### src/rtl/parking_lot_main.sv
// Parking-lot occupancy counter.
// Two active-low light barriers (A outer, B inner) are synchronized, and the
// order in which they are blocked is decoded into one entry or one exit
// event. The count saturates at both ends.
module parking_lot_main #(
  parameter int WIDTH       = 3,
  parameter int MAX_COUNT   = 7,
  parameter int SYNC_STAGES = 2
) (
  input  logic             clk,
  input  logic             reset,
  input  logic             sensor_a,
  input  logic             sensor_b,
  output logic [WIDTH-1:0] count
);

  localparam logic [WIDTH-1:0] MAX_C = WIDTH'(MAX_COUNT);
  localparam logic [WIDTH-1:0] ONE   = WIDTH'(1);

  typedef enum logic [2:0] {
    IDLE = 3'd0,
    IN1  = 3'd1,
    IN2  = 3'd2,
    IN3  = 3'd3,
    OUT1 = 3'd4,
    OUT2 = 3'd5,
    OUT3 = 3'd6,
    ERR  = 3'd7
  } state_t;

  logic [SYNC_STAGES-1:0] sync_a;
  logic [SYNC_STAGES-1:0] sync_b;
  logic [1:0]             ab;
  state_t                 state;
  state_t                 state_nxt;
  logic                   entry_ev;
  logic                   exit_ev;

  // Increment that holds at the ceiling instead of wrapping.
  function automatic logic [WIDTH-1:0] sat_inc(input logic [WIDTH-1:0] c);
    if (c >= MAX_C) return MAX_C;
    return c + ONE;
  endfunction

  // Decrement that holds at zero instead of wrapping.
  function automatic logic [WIDTH-1:0] sat_dec(input logic [WIDTH-1:0] c);
    if (c == '0) return '0;
    return c - ONE;
  endfunction

  // Synchronizer chains; reset loads "clear" so no false blocking is seen.
  always_ff @(posedge clk) begin
    if (!reset) begin
      sync_a <= '1;
      sync_b <= '1;
    end else begin
      sync_a <= {sync_a[SYNC_STAGES-2:0], sensor_a};
      sync_b <= {sync_b[SYNC_STAGES-2:0], sensor_b};
    end
  end

  assign ab = {sync_a[SYNC_STAGES-1], sync_b[SYNC_STAGES-1]};

  // FSM state register; reset discards any half-finished passage.
  always_ff @(posedge clk) begin
    if (!reset) state <= IDLE;
    else        state <= state_nxt;
  end

  // Next-state decode of the blocking sequence; events fire on leaving IN3/OUT3.
  always_comb begin
    state_nxt = state;
    entry_ev  = 1'b0;
    exit_ev   = 1'b0;
    case (state)
      IDLE: begin
        case (ab)
          2'b11:   state_nxt = IDLE;
          2'b01:   state_nxt = IN1;
          2'b10:   state_nxt = OUT1;
          default: state_nxt = ERR;
        endcase
      end
      IN1: begin
        case (ab)
          2'b01:   state_nxt = IN1;
          2'b00:   state_nxt = IN2;
          2'b11:   state_nxt = IDLE;
          default: state_nxt = ERR;
        endcase
      end
      IN2: begin
        case (ab)
          2'b00:   state_nxt = IN2;
          2'b10:   state_nxt = IN3;
          2'b01:   state_nxt = IN1;
          default: state_nxt = ERR;
        endcase
      end
      IN3: begin
        case (ab)
          2'b10:   state_nxt = IN3;
          2'b00:   state_nxt = IN2;
          2'b11: begin
            state_nxt = IDLE;
            entry_ev  = 1'b1;
          end
          default: state_nxt = ERR;
        endcase
      end
      OUT1: begin
        case (ab)
          2'b10:   state_nxt = OUT1;
          2'b00:   state_nxt = OUT2;
          2'b11:   state_nxt = IDLE;
          default: state_nxt = ERR;
        endcase
      end
      OUT2: begin
        case (ab)
          2'b00:   state_nxt = OUT2;
          2'b01:   state_nxt = OUT3;
          2'b10:   state_nxt = OUT1;
          default: state_nxt = ERR;
        endcase
      end
      OUT3: begin
        case (ab)
          2'b01:   state_nxt = OUT3;
          2'b00:   state_nxt = OUT2;
          2'b11: begin
            state_nxt = IDLE;
            exit_ev   = 1'b1;
          end
          default: state_nxt = ERR;
        endcase
      end
      ERR: begin
        if (ab == 2'b11) state_nxt = IDLE;
        else             state_nxt = ERR;
      end
      default: state_nxt = IDLE;
    endcase
  end

  // Occupancy register, updated on the same edge the FSM leaves IN3/OUT3.
  always_ff @(posedge clk) begin
    if (!reset)        count <= '0;
    else if (entry_ev) count <= sat_inc(count);
    else if (exit_ev)  count <= sat_dec(count);
  end

endmodule

### config.mk
export PLATFORM = sky130hd
export DESIGN_NAME = parking_lot_main
export DESIGN_NICKNAME = d
export VERILOG_FILES = /design/src/rtl/parking_lot_main.sv
export SDC_FILE = /design/constraint.sdc
export NUM_CORES = 1
export LEC_CHECK = 0
export CORE_UTILIZATION = 49
export CTS_CLUSTER_DIAMETER = 150
export DETAILED_ROUTE_END_ITERATION = 12
export GPL_TIMING_DRIVEN = 0
export PLACE_DENSITY = 0.72
export SYNTH_ARGS = -nofsm -noshare
export SYNTH_HDL_FRONTEND = slang
export SYNTH_SLANG_ARGS = --single-unit
### constraint.sdc
create_clock -name clk -period 1.5 [get_ports clk]
set_input_delay 0.3 -clock clk [delete_from_list [all_inputs] [get_ports clk]]
set_output_delay 0.3 -clock clk [all_outputs]
set_load 0.02 [all_outputs]
---- Word level (Yosys, flattened, before mapping) ----
Index checks and enable logic that the tools add are counted.
word-level totals
  bits in registers ....................... 10
  bits in read-only memories .............. 0
  bits in writable memories ............... 0
  bits of input ports ..................... 4
  output and inout bits ................... 3
  latch bits .............................. 0
  word-level logic and storage cells ...... 46
  memories kept ........................... 0
operators by class
  bitwise logic cells ..................... 0
  mux-type cells .......................... 25
  equal/unequal tests ..................... 10
  add/sub/neg operators ................... 2
  $mul .................................... 0
  reductions and logical operators ........ 4
  shift-type cells ........................ 0
  div/mod/pow operators ................... 0
  magnitude comparators ................... 1
operators with widths
  kind                   number
  $pmux W3 S3            6
  $pmux W3 S8            1
  $mux W3                7
  $eq A3 B3 Y1 const B   4
  $mux W1                10
  $eq A3 B2 Y1 const B   2
  $logic_not A3 Y1       2
  $pmux W2 S3            1
  $eq A2 B2 Y1 const B   2
  $add A3 B1 Y3 const B  1
  $eq A3 B1 Y1 const B   1
  $ge A3 B3 Y1 const B   1
  $sub A3 B1 Y3 const B  1
  $eq A2 B1 Y1 const B   1
  $logic_not A2 Y1       1
  $reduce_bool A2 Y1     1

---- Depth between registers and ports, before layout ----
  depth after elaboration ................. 9
  depth in mapped cells ................... 6
  gate-level depth less buffers ........... 6

---- Worst setup path before layout ----
OpenSTA, ideal clock, no wires.
  path kind ............................... reg2reg
  from .................................... register count[0]
  to ...................................... register count[2]
  setup slack ............................. -0.037 ns
  cell stages (with the launch flop) ...... 7
  data required time ...................... 1.385 ns
  setup time .............................. 0.115 ns
  clock period less this slack ............ 1.537 ns
  buffers on the path ..................... 0
  arrival time ............................ 1.422 ns
  cell sequence ........................... dfxtp_1 > ha_1 > ha_1 > a31o_2 > nor3_1 > a21oi_1 > a31o_1
on the way
  longest elaborated chain between the ends .. 8
  elaborated cells on any way between the ends .. 15
  those cells by class .................... add/sub: 2; order compare: 1; mux: 11; reduce/logical: 1
RTL lines
  element                 RTL line  source
  start, declared         14        output logic [WIDTH-1:0] count
  start signal, assigned  149       else if (entry_ev) count <= sat_inc(count);
  start signal, assigned  150       else if (exit_ev) count <= sat_dec(count);
  $logic_not A3 Y1        47        if (c == '0) return '0;
  $mux W1                 47
  $mux W1                 150
  $mux W1                 149
  $mux W1                 148       if (!reset) count <= '0;
  $mux W3                 48        return c - ONE;
  $mux W3                 150
  $mux W3 (*)             149
Every way passes the cells marked *; elsewhere a longest branch is shown, timed or not. The select of a mux whose other input is x is not followed.
A chain may end at the register's enable or synchronous reset.

---- Worst setup path in the final report ----
Ends and elaborated chain as after synthesis.

==> flow_summary.json <==
{
  "status": "finished, final reports clean",
  "grt_pass1_vias": 587,
  "r2r-end": "count[2]",
  "clock-root-buffer": "clkbuf_4",
  "p_per_area_mw_per_mm2": 1210,
  "arrival_ns": 1.63,
  "hold_start": "sync_a[0]",
  "synth_area_sq_um": 785.8,
  "synth_edf_count": 0,
  "r2r-start": "count[0]",
  "grt_util_met2_pct": 25.94,
  "wl_um": 1544,
  "hold_viol": 0,
  "drv_cap": 0,
  "core_sq_mm": 0.001506,
  "setup-violations-final": 0,
  "final_common_cell": "nor2_1",
  "io_pins": 7,
  "grt_usage_pct": 18.00,
  "n_fill_cell": 119,
  "r2r_slack_ns": 0.03,
  "crit_path_end_kind": "register",
  "syn_avg_cell_area_sq_um": 8.929,
  "grtUsageMet3_pct": 3.879,
  "hold-path-endpoint": "sync_a[1]",
  "relSlewSlack_pct": 72.05,
  "numClockSinks": 10,
  "total_power_w": 0.001200,
  "rr_worst_depth": 6,
  "rows": 14,
  "antenna_cells": 0,
  "rsz0062_at_grt": "no",
  "grt_pass1_wl_um": 2387,
  "stdcell_area_sq_um": 991.0,
  "hpwlAfterDp_um": 1001,
  "crit_type": "reg2reg",
  "drc": 0,
  "ant_nets": 0,
  "hold_class": "reg2reg",
  "cts_tree": "yes",
  "worstPathMaxFanout": 5,
  "start_kind": "register",
  "skew_ns": 0.003010,
  "leakage_nw": 0.4579,
  "fin_crit_sh_pct": 97.96,
  "drtIter0Drc": 12,
  "htree_num_levels": 1,
  "busiest_layer": "met2",
  "overflow": 0,
  "antenna_found_initial": 0,
  "die_y_um": 42.05,
  "most-common-layout-cells": "nor2_1, buf_4, nand2_1",
  "vias": 651,
  "initial_core_util_pct": 52.16,
  "peakVddDrop_v": 0.0006947,
  "synth-seq-cells": 10,
  "worstPathRequired_ns": 1.66,
  "fmax_mhz": 680.6,
  "synth_fp_nets": 103,
  "dieWidth_um": 42.05,
  "ctsHoldBuffers": 0,
  "cts_buffers": 3,
  "path_clk_slew_ns": 0.07,
  "ys_seq_area_share_pct": 25.48,
  "worstMarginPinSlew_ns": 0.4193,
  "grt_start_max_net_pins": 11,
  "drtPass1Iterations": 4,
  "dieArea_sq_mm": 0.001768,
  "final_max_slew_viol_count": 0,
  "grt_use_met1_pct": 24.39,
  "layout.nets": 119,
  "clock_path_buffers": 2,
  "fin_crit_ns": 1.469,
  "portBuffers": 6,
  "synth_top_flop_cell": "dfxtp_1",
  "globalplace.congestion": 0.7902,
  "dpl_cell_area_sq_um": 867.1,
  "area_growth_pct": 26.11,
  "synth.distinct_cells": 35,
  "async_flop_share_pct": 0,
  "whs_path_depth": 1,
  "yosysWarnings": 0,
  "wl_per_cell_um": 13.08,
  "synth_cells": 88,
  "clk_latency_ns": 0.26,
  "drive_gt1_share_pct": 35.29,
  "vias_per_cell": 5.517,
  "startpoint": "count[0]"
}
==> sequential cells by signal, summed over array words and instances, names as in the netlist <==
name and cells:
state 3, sync_a 2, count 3, sync_b 2
==> worst max-delay path, cell delays in order (launching register included) <==
cell and delay (ns):
dfxtp_4 0.37, ha_4 0.16, ha_2 0.17, a31o_4 0.23
nor3_2 0.18, a21oi_1 0.06, a31o_1 0.20
==> cells in the mapped netlist (2+ instances only) <==
cell type | number | area, sq um
a21oi_1 | 3 | 15.01
a21oi_2 | 2 | 17.52
buf_4 | 3 | 22.52
dfxtp_1 | 10 | 200.2
ha_1 | 11 | 137.6
inv_1 | 7 | 26.28
mux2i_1 | 3 | 30.03
nand2_1 | 7 | 26.28
nand2b_1 | 5 | 31.28
nand3b_1 | 2 | 15.01
nor2_1 | 9 | 33.78
nor3_1 | 2 | 10.01
o21ai_1 | 2 | 10.01
==> metal layers <==
| layer | vias to the layer above | part of all wire, % |
|---|---|---|
| met1 | 307 | 49 |
| met4 | 0 | 0.91 |
| met5 | - | 0 |
| met2 | 8 | 48 |
| met3 | 2 | 2.1 |
| li1 | 334 | - |
==> cells by family (layout without fill, tap and decap cells) <==
group	Yosys count	after routing	share of synthesized area (%)
flip-flops	10	10	25.48
AND/OR/NAND/NOR	30	30	19.75
buffers and inverters	12	26	8.121
XOR/XNOR	1	1	1.115
AO/OA/AOI/OAI	19	19	20.86
adder cells (fa/ha/maj)	11	11	17.52
multiplexers	5	5	7.165
==> what timing repair did <==
action                     4_1_cts  5_1_grt
pin swaps                        2        3
gates resized for setup          8       13
setup endpoints to repair        4        4
buffers inserted                 0        5
cloned                           0        0
==> report_power, final <==
group          switching (W)  internal, W
Clock              0.0000924    0.0000927
Sequential         0.0000384     0.000315
Combinational       0.000341     0.000319
==> worst max-delay path by stage <==
stage / endpoint / slack [ns] / cells after the start
CTS: count[2] / 0.02 / 5
detailed placement: state[0] / -0.02 / 4
global route: count[2] / 0.0007 / 6
global placement: state[0] / -0.01 / 4
finish: count[2] / 0.03 / 6
floorplan: count[2] / 0.01 / 6
==> through the flow <==
stage	utilization, %	cells	setup slack (ns)	TNS, ns	hold WS (ns)
after floorplan	-	88	0.01388	0	0.3863
after global placement	57.56	110	-0.01062	-0.01062	0.3914
after detailed placement	57.56	110	-0.02103	-0.04169	0.4002
after CTS	59.63	113	0.01817	0	0.4214
after global routing	65.78	118	0.0006912	0	0.4451
final	65.78	118	0.03064	0	0.4131
==> layout make-up <==
| cell class | instances | area, sq um | area share [%] |
|---|---|---|---|
| Buffer | 5 | 37.54 | 3.788 |
| Clock buffer | 3 | 22.52 | 2.273 |
| Inverter | 7 | 26.28 | 2.652 |
| Multi-Input combinational cell | 66 | 583.1 | 58.84 |
| Sequential cell | 10 | 207.7 | 20.96 |
| Tap cell | 16 | 20.02 | 2.020 |
| Timing Repair Buffer | 11 | 93.84 | 9.470 |
Note: power is estimated with default switching activity, not from simulation.
